===== config.mk =====
export PLATFORM = sky130hd
export DESIGN_NAME = mul_wb_stage_flat
export DESIGN_NICKNAME = d
export VERILOG_FILES = /design/src/rtl/mul_wb_stage_if.sv /design/src/rtl/mul_wb_stage.sv /design/src/flat_wrapper.sv
export SDC_FILE = /design/constraint.sdc
export NUM_CORES = 1
export LEC_CHECK = 0
export BUFFER_PORTS_ARGS = -buffer_cell sky130_fd_sc_hd__buf_4
export CAP_MARGIN = 20
export CORE_MARGIN = 2
export CORE_UTILIZATION = 45
export DETAILED_ROUTE_END_ITERATION = 7
export PLACE_DENSITY = 0.67
export SYNTH_ARGS = -nofsm -noshare
export SYNTH_HDL_FRONTEND = slang
export SYNTH_SLANG_ARGS = --single-unit

===== constraint.sdc =====
create_clock -name clk -period 3 [get_ports clk]
set_input_delay 0.45 -clock clk [delete_from_list [all_inputs] [get_ports clk]]
set_output_delay 0.45 -clock clk [all_outputs]
set_load 0.005 [all_outputs]

===== src/rtl/mul_wb_stage_if.sv =====
// rtl/mul_wb_stage_if.sv - product-in / register-file write-back bundle for mul_wb_stage
// Product side : in_valid, in_ready, mul_rd[2N], in_rd_addr[RD_W], in_hi_en
// Write-back   : wb_valid, wb_ready, wb_addr[RD_W], wb_data[N], busy
// MUL_WB_OVF_EN: adds ovf (high half of the product non-zero, LO beat only)
interface mul_wb_stage_if #(
    parameter int N    = 16,
    parameter int RD_W = 4
);
    logic            in_valid;
    logic            in_ready;
    logic [2*N-1:0]  mul_rd;
    logic [RD_W-1:0] in_rd_addr;
    logic            in_hi_en;
    logic            wb_valid;
    logic            wb_ready;
    logic [RD_W-1:0] wb_addr;
    logic [N-1:0]    wb_data;
    logic            busy;
`ifdef MUL_WB_OVF_EN
    logic            ovf;
`endif

    // Stage side
    modport slave (
        input  in_valid, mul_rd, in_rd_addr, in_hi_en, wb_ready,
        output in_ready, wb_valid, wb_addr, wb_data, busy
`ifdef MUL_WB_OVF_EN
        , output ovf
`endif
    );

    // Multiplier / register-file side
    modport master (
        output in_valid, mul_rd, in_rd_addr, in_hi_en, wb_ready,
        input  in_ready, wb_valid, wb_addr, wb_data, busy
`ifdef MUL_WB_OVF_EN
        , input ovf
`endif
    );
endinterface


===== src/rtl/mul_wb_stage.sv =====
// rtl/mul_wb_stage.sv - buffers multiplier products and writes them back as one or two N-bit beats
// Ports: clk, rst (synchronous, active-high), bus (mul_wb_stage_if.slave)
//   product in : bus.in_valid/in_ready, bus.mul_rd, bus.in_rd_addr, bus.in_hi_en
//   write-back : bus.wb_valid/wb_ready, bus.wb_addr, bus.wb_data; bus.busy
// Optional: MUL_WB_OVF_EN adds bus.ovf, set on the LO beat when the high half is non-zero.
module mul_wb_stage #(
    parameter int N     = 16,
    parameter int DEPTH = 2,
    parameter int RD_W  = 4
) (
    input  logic          clk,
    input  logic          rst,
    mul_wb_stage_if.slave bus
);
    localparam int AW = (DEPTH > 1) ? $clog2(DEPTH) : 1;
    localparam int CW = AW + 1;

    typedef enum logic [1:0] {IDLE, LO, HI} state_t;

    logic [2*N-1:0]  prod_mem [DEPTH];
    logic [RD_W-1:0] addr_mem [DEPTH];
    logic            hi_mem   [DEPTH];

    logic [AW-1:0]   wr_ptr_q, rd_ptr_q;
    logic [CW-1:0]   count_q;
    state_t          state_q;
    logic [N-1:0]    hold_hi_data_q;
    logic            hold_hi_en_q;
    logic            wb_valid_q;
    logic [RD_W-1:0] wb_addr_q;
    logic [N-1:0]    wb_data_q;
    logic            ovf_q;

    logic full, empty, push, handoff, load;
    logic [2*N-1:0]  head_prod;

    assign full      = (count_q == CW'(DEPTH));
    assign empty     = (count_q == '0);
    assign push      = bus.in_valid && !full && !rst;
    assign handoff   = wb_valid_q && bus.wb_ready;
    assign head_prod = prod_mem[rd_ptr_q];

    // A load pops the FIFO head into the holding register. It only ever sees
    // entries present at the start of the cycle, which gives the one-cycle
    // latency from acceptance to the first beat.
    always_comb begin
        load = 1'b0;
        unique case (state_q)
            IDLE:    load = !empty;
            LO:      load = handoff && !hold_hi_en_q && !empty;
            HI:      load = handoff && !empty;
            default: load = 1'b0;
        endcase
    end

    always_ff @(posedge clk) begin
        if (push) begin
            prod_mem[wr_ptr_q] <= bus.mul_rd;
            addr_mem[wr_ptr_q] <= bus.in_rd_addr;
            hi_mem[wr_ptr_q]   <= bus.in_hi_en;
        end
    end

    always_ff @(posedge clk) begin
        if (rst) begin
            wr_ptr_q       <= '0;
            rd_ptr_q       <= '0;
            count_q        <= '0;
            state_q        <= IDLE;
            hold_hi_data_q <= '0;
            hold_hi_en_q   <= 1'b0;
            wb_valid_q     <= 1'b0;
            wb_addr_q      <= '0;
            wb_data_q      <= '0;
            ovf_q          <= 1'b0;
        end else begin
            if (push) wr_ptr_q <= wr_ptr_q + AW'(1);
            if (load) rd_ptr_q <= rd_ptr_q + AW'(1);
            count_q <= count_q + CW'(push) - CW'(load);

            if (load) begin
                hold_hi_data_q <= head_prod[2*N-1:N];
                hold_hi_en_q   <= hi_mem[rd_ptr_q];
                wb_valid_q     <= 1'b1;
                wb_addr_q      <= addr_mem[rd_ptr_q];
                wb_data_q      <= head_prod[N-1:0];
                ovf_q          <= |head_prod[2*N-1:N];
                state_q        <= LO;
            end else if (handoff) begin
                if (state_q == LO && hold_hi_en_q) begin
                    // High half goes to the next register, wrapping at 2^RD_W
                    wb_addr_q <= wb_addr_q + RD_W'(1);
                    wb_data_q <= hold_hi_data_q;
                    ovf_q     <= 1'b0;
                    state_q   <= HI;
                end else begin
                    wb_valid_q <= 1'b0;
                    ovf_q      <= 1'b0;
                    state_q    <= IDLE;
                end
            end
        end
    end

    assign bus.in_ready = !full;
    assign bus.wb_valid = wb_valid_q;
    assign bus.wb_addr  = wb_addr_q;
    assign bus.wb_data  = wb_data_q;
    assign bus.busy     = (state_q != IDLE) || !empty;

`ifdef MUL_WB_OVF_EN
    assign bus.ovf = ovf_q;
`else
    logic unused_ovf;
    assign unused_ovf = ovf_q;
`endif
endmodule


===== src/flat_wrapper.sv =====
// flat-port wrapper written by rule: the top's interface ports become plain ports
module mul_wb_stage_flat 
#(
    parameter int N     = 16,
    parameter int DEPTH = 2,
    parameter int RD_W  = 4
)
  (clk, rst, bus_in_valid, bus_mul_rd, bus_in_rd_addr, bus_in_hi_en, bus_wb_ready, bus_in_ready, bus_wb_valid, bus_wb_addr, bus_wb_data, bus_busy);
  mul_wb_stage_if #(.N(N), .RD_W(RD_W)) bus_i ();
  input  logic clk;
  input  logic rst;
  input wire logic [$bits(bus_i.in_valid)-1:0] bus_in_valid;
  input wire logic [$bits(bus_i.mul_rd)-1:0] bus_mul_rd;
  input wire logic [$bits(bus_i.in_rd_addr)-1:0] bus_in_rd_addr;
  input wire logic [$bits(bus_i.in_hi_en)-1:0] bus_in_hi_en;
  input wire logic [$bits(bus_i.wb_ready)-1:0] bus_wb_ready;
  output wire logic [$bits(bus_i.in_ready)-1:0] bus_in_ready;
  output wire logic [$bits(bus_i.wb_valid)-1:0] bus_wb_valid;
  output wire logic [$bits(bus_i.wb_addr)-1:0] bus_wb_addr;
  output wire logic [$bits(bus_i.wb_data)-1:0] bus_wb_data;
  output wire logic [$bits(bus_i.busy)-1:0] bus_busy;
  assign bus_i.in_valid = bus_in_valid;
  assign bus_i.mul_rd = bus_mul_rd;
  assign bus_i.in_rd_addr = bus_in_rd_addr;
  assign bus_i.in_hi_en = bus_in_hi_en;
  assign bus_i.wb_ready = bus_wb_ready;
  assign bus_in_ready = bus_i.in_ready;
  assign bus_wb_valid = bus_i.wb_valid;
  assign bus_wb_addr = bus_i.wb_addr;
  assign bus_wb_data = bus_i.wb_data;
  assign bus_busy = bus_i.busy;
  mul_wb_stage #(.N(N), .DEPTH(DEPTH), .RD_W(RD_W)) u_core (.clk(clk), .rst(rst), .bus(bus_i));
endmodule

# == After elaboration in Yosys (flattened, before gate mapping) ==
# Memory sizes are Yosys's and may differ from the RTL's. A register that Yosys moved wholly into a read port is not among the register bits.
# Index checks and enable logic that the tools add are counted.
# totals
regBits,43
ramBits,74
output_inout_bits,23
word_cells,60
mem_count,3
# classes
addsub,5
n_eq_ne,4
mux,19
reduce_logical,20
# memory_table
memory,depth,word_bits,rd,rd_ports_with_merged_regs,wr,line_no,rtl
u_core.prod_mem,2,32,1,1,1,mul_wb_stage.sv:20,logic [2*N-1:0] prod_mem [DEPTH];
u_core.addr_mem,2,4,1,1,1,mul_wb_stage.sv:21,logic [RD_W-1:0] addr_mem [DEPTH];
u_core.hi_mem,2,1,1,1,1,mul_wb_stage.sv:22,logic hi_mem [DEPTH];
# op_table
cell,n
2-to-1 mux 16 bit,3
2-to-1 mux 4 bit,3
2-to-1 mux 1 bit,11
logical AND 1 bit,7
nonzero test 2 bit,3
"adder 4 x 1 -> 4 bit, second input constant",1
"equality test 2 bit, second input constant",2
zero test 1 bit,4
zero test 2 bit,2
AND reduction 2 bit,2
case mux 1 bit (3 select lines),1
"adder 1 bit, second input constant",2
adder 2 x 1 -> 2 bit,1
"equality test 2 x 1 -> 1 bit, second input constant",1
2-to-1 mux 2 bit,1
"!= test 2 x 1 -> 1 bit, second input constant",1
OR reduction 2 bit,1
subtractor 2 x 1 -> 2 bit,1
logical OR 1 bit,1

# == Logic depth before layout (Yosys ltp) ==
# logic_depth
word_depth,6
mapped_depth,14

# == Least setup slack after synthesis ==
# OpenSTA, ideal clock, no wires.
# synth_path
path_type,in2reg
start,in rst
end,"mem u_core.addr_mem[0][0], enable pin"
arrival_ns,2.602
path_slack_ns,-0.037
path_stages,3
cell_sequence,clkbuf_1 > and3b_1 > nor2b_1
# synth_via
elab_chain_len,4
# synth_lines
element,line_no,rtl
start: declaration,flat_wrapper.sv:11,input logic rst;
zero test 1 bit,mul_wb_stage.sv:39,assign push = bus.in_valid && !full && !rst;
logical AND 1 bit,mul_wb_stage.sv:39,
named net u_core.push,mul_wb_stage.sv:34,"logic full, empty, push, handoff, load;"
2-to-1 mux 1 bit,mul_wb_stage.sv:57,if (push) begin
2-to-1 mux 1 bit (not written as such),mul_wb_stage.sv:59,addr_mem[wr_ptr_q] <= bus.in_rd_addr;
end: declaration,mul_wb_stage.sv:21,
# The timed path passes the listed nets, and every way through them passes these cells.

# == Final worst setup path ==
# layout_path
start,reg u_core.state_q[0]
end,reg u_core.count_q[1]
# layout_via
elab_chain_len,3
elab_cells_between_ends,5
cone_classes,1 x add/sub; 2 x eq/ne; 1 x mux; 1 x reduce/logical
# layout_lines
element,line_no,rtl
start: declaration,mul_wb_stage.sv:26,state_t state_q;
start signal: assignment,mul_wb_stage.sv:69,state_q <= IDLE;
start signal: assignment,mul_wb_stage.sv:88,state_q <= LO;
start signal: assignment,mul_wb_stage.sv:95,state_q <= HI;
"equality test 2 bit, or another cell as far along",mul_wb_stage.sv:48,unique case (state_q)
case mux 1 bit (3 select lines) *,mul_wb_stage.sv:48,
subtractor 2 x 1 -> 2 bit *,mul_wb_stage.sv:79,count_q <= count_q + CW'(push) - CW'(load);
end signal: assignment,mul_wb_stage.sv:79,
end: declaration,mul_wb_stage.sv:25,logic [CW-1:0] count_q;
# Every way passes the cells marked *; elsewhere a longest branch is shown, timed or not.
# A chain may end at the register's enable or synchronous reset.

==> flow_summary.toml <==
[critical_path]
cp_data_required_time_ns = 3.38
critical_path.reg2reg.startpoint = "u_core.state_q[0]"
timing.reg2reg.worst_path_depth = 12
r2r-end = "u_core.count_q[1]"
critical-path-slowest-cell = "dfxtp_1"
setup_crit_path_kind = "reg -> reg"
critPathArrivalTime_ns = 2.77
critical_path_peak_fanout = 20
timing.critical_path.from_type = "flop"
ff2ff_setup_slack_ns = 0.61
critical_path.endpoint_type = "flop"
cp_top_family = "adder cells"
path_common_cell = "ha_1"
cp_num_buf_inv = 3
crit_path_cell_trace = "inv_1, ha_1, nand2b_1, a21o_1, nand2_1, inv_2, ha_1, inv_1, ha_1, xor2_1, xnor2_1, nor2_1"
cpPeakStageDelay_ns = 0.38

[clock_tree]
clkSinkCount = 119
cts.path.max_buffers = 2
clkTransAtPathRegs_ns = 0.06
clock_tree.root_cell = "clkbuf_8"
cts_repair_resize_count = 0
h-tree-depth = 4
cts_inserted_buffers = 17
clock_insertion_delay_worst_skew_ns = 0.51
post_cts_buffers = 0
tritoncts = "built"
holdBufCountCts = 0

[synth]
synthesis.instances = 340
async_flop_share = 0
yosys_most_used_dff = "edfxtp_1"
post_synth_num_cell_types = 31
post-synth-top-count-cell = "edfxtp_1"
synth.yosys.warnings = 0
ys_seq_elements = 119
synth_top_area_share = 0.4489
synth_edf_count = 74
syn_nets = 388
synth.cells.most_frequent = "74 x edfxtp_1, 45 x dfxtp_1, 43 x nand2_1"
ys_seq_area_frac = 0.6309
syn_area_per_cell_um2 = 14.56
ys_top_cells_by_area = "edfxtp_1 45%, dfxtp_1 18%, a2111oi_4 11%, mux2i_1 3.6%, nand2_1 3.3%"
syn-cell-area_um2 = 4950
synth_largest_area_cell = "edfxtp_1"

[die]
die_w_um = 108.9
floorplan.initialDensity = 0.4586
die_area_um2 = 11850
floorplan_core_area_um2 = 10790
floorplan.io_pins = 64
floorplan.rows = 38
dieHeight_um = 108.9

[sta]
rsz0062_at_grt = "no"
number_of_hold_slack_violations_in_the_final_timing_report = 0
timing.slew.headroom = 0.3342
final-setup-viol-count = 0
max_clock_freq_ghz = 0.4187
report.final.slew_viol_count = 0
period_needed_ns = 2.388
totalNegativeSetupSlack_ns = 0
period_share = 0.7961
finalClockSkew_ns = 0.004804
timing_worst_slew_pin_value_ns = 0.9986

[power_and_ir_drop]
power_switching_share = 0.3170
irDropWorstVdd_mv = 0.4941
total_power_mw = 6.383
power_frac_clock = 0.334
internal_power_mw = 4.360
power_density_nw_per_um2 = 1033
power.combinational.fraction = 0.276
power.sequential.fraction = 0.390
net-switching-power_mw = 2.023
power.leakage_nw = 2.091

[drt]
drt_iter0_drc = 140
ant_nets = 0
totalWireLength_um = 9511
post_drt_wl_per_cell_um = 17.08
detailedRoute.firstPassIterationCount = 4
route.vias.total = 2910
drc_errors = 0
route.detailed.vias_per_inst = 5.224

[hold_path]
timing.hold.worst.class = "in -> reg"
min_path_cells = 1
hp-start = "bus_mul_rd[30]"
holdPathEnd = "u_core.prod_mem[1][30]"

[global_route]
grt_first_pass_wirelength_um = 15390
grt_start_max_net_pins = 56
antenna_found_initial = 0
gr-total-overflow = 0
number_of_global_route_vias_before_repair = 3019
grt_util_overall = 0.1742

[placement]
io_buffer_count = 63
gp_congestion = 0.8187
dpl.hpwl_um = 6195
placedInstanceArea_um2 = 5552

[flow_run]
cap_viol_max_count = 0

[layout]
diodes = 0
layout.nets = 452
syn_to_final_growth_pct = 24.80
post_layout_inst_area_um2 = 6177
layout-drive-gt1-share = 0.3046

[status]
outcome = "completed"
==> metal layers <==
| layer | part of all wire | GRT usage |
|---|---|---|
| met5 | 0 | 0 |
| met4 | 0.013 | 0.08242 |
| met3 | 0.030 | 0.03706 |
| met2 | 0.50 | 0.2839 |
| met1 | 0.46 | 0.2214 |
==> worst reg2reg max path, cell delays in order, from the launching register on <==
cell and delay [ns]:
dfxtp_1 0.38, inv_1 0.08, ha_1 0.20, nand2b_1 0.20, a21o_1 0.22, nand2_1 0.10, inv_2 0.16, ha_1 0.34
inv_1 0.06, ha_1 0.14, xor2_1 0.18, xnor2_1 0.14, nor2_1 0.06
==> layout make-up <==
class | instances | area [um^2]
fill | 850 | 4616
sequential | 119 | 3127
tap | 140 | 175.2
clock inverter | 13 | 203.9
multi-input combinational | 191 | 1693
clock buffer | 19 | 421.7
inverter | 5 | 18.77
timing repair buffer | 70 | 538.0
==> worst max-delay path by stage <==
stage                       from               endpoint  slack (ns)  depth (start not counted)
2_1_floorplan                rst  u_core.addr_mem[0][0]        0.66                          3
3_3_place_gp   u_core.state_q[0]      u_core.count_q[1]        0.77                         12
3_5_place_dp   u_core.state_q[0]      u_core.count_q[1]        0.62                         12
4_1_cts        u_core.state_q[0]      u_core.count_q[1]        0.60                         12
5_1_grt        u_core.state_q[0]      u_core.count_q[1]        0.41                         12
6_report       u_core.state_q[0]      u_core.count_q[1]        0.61                         12
==> flip-flops by register name, summed over array words and instances, names as in the netlist, named ones only <==
register and count:
u_core.prod_mem 64, u_core.bus.wb_data 16, u_core.hold_hi_data_q 16, u_core.addr_mem 8, u_core.bus.wb_addr 4, u_core.count_q 2, u_core.hi_mem 2, u_core.state_q 2
u_core.bus.wb_valid 1, u_core.hold_hi_en_q 1, u_core.rd_ptr_q 1, u_core.wr_ptr_q 1
==> power groups by stage <==
stage	clock network, mW	logic, mW	registers [mW]
floorplan	0	1.44	2.28
global placement	0	1.72	2.52
detailed placement	0	1.77	2.52
CTS	2.16	1.78	2.50
global route	2.24	1.93	2.54
finish	2.13	1.76	2.49
==> placed cells by master (no fill, tap or decap), drive strengths merged <==
cell type / netlist / layout
edfxtp: 74 / 74
buf: 18 / 70
dfxtp: 45 / 45
nand2: 43 / 43
a21oi: 24 / 24
a211oi: 21 / 21
nor2b: 21 / 21
a2111oi: 19 / 19
clkbuf: 7 / 19
mux2i: 18 / 18
a311oi: 17 / 17
ha: 7 / 7
bufinv: 0 / 5
inv: 5 / 5
clkinvlp: 0 / 4
clkinv: 0 / 4
nor2: 3 / 3
xor2: 3 / 3
xnor2: 3 / 3
nand2b: 2 / 2
nand4: 2 / 2
or3: 2 / 2
nor3: 1 / 1
a21o: 1 / 1
and3b: 1 / 1
and2: 1 / 1
and4: 1 / 1
o21ai: 1 / 1
==> per-stage QoR <==
step | utilization | hold slack, ns | std cells | setup slack, ns
floorplan | - | 0.4629 | 340 | 0.6553
global placement | 0.5144 | 0.4810 | 525 | 0.7661
detailed placement | 0.5144 | 0.4903 | 525 | 0.6190
CTS | 0.5723 | 0.09524 | 557 | 0.6002
global route | 0.5723 | 0.1014 | 557 | 0.4112
finish | 0.5723 | 0.1209 | 557 | 0.6116
==> cells by family (layout without fill, tap and decap cells) <==
family,count (synthesis),after routing,synth area share
and+or+nand+nor,77,77,0.07811
adders and majority gates,7,7,0.01769
muxes,18,18,0.03640
AOI/OAI and AO/OA,83,83,0.1951
xor gates and xnor gates,6,6,0.01062
DFF,119,119,0.6309
buffers and inverters,30,107,0.03109
Power figures use the tool's default switching activity.
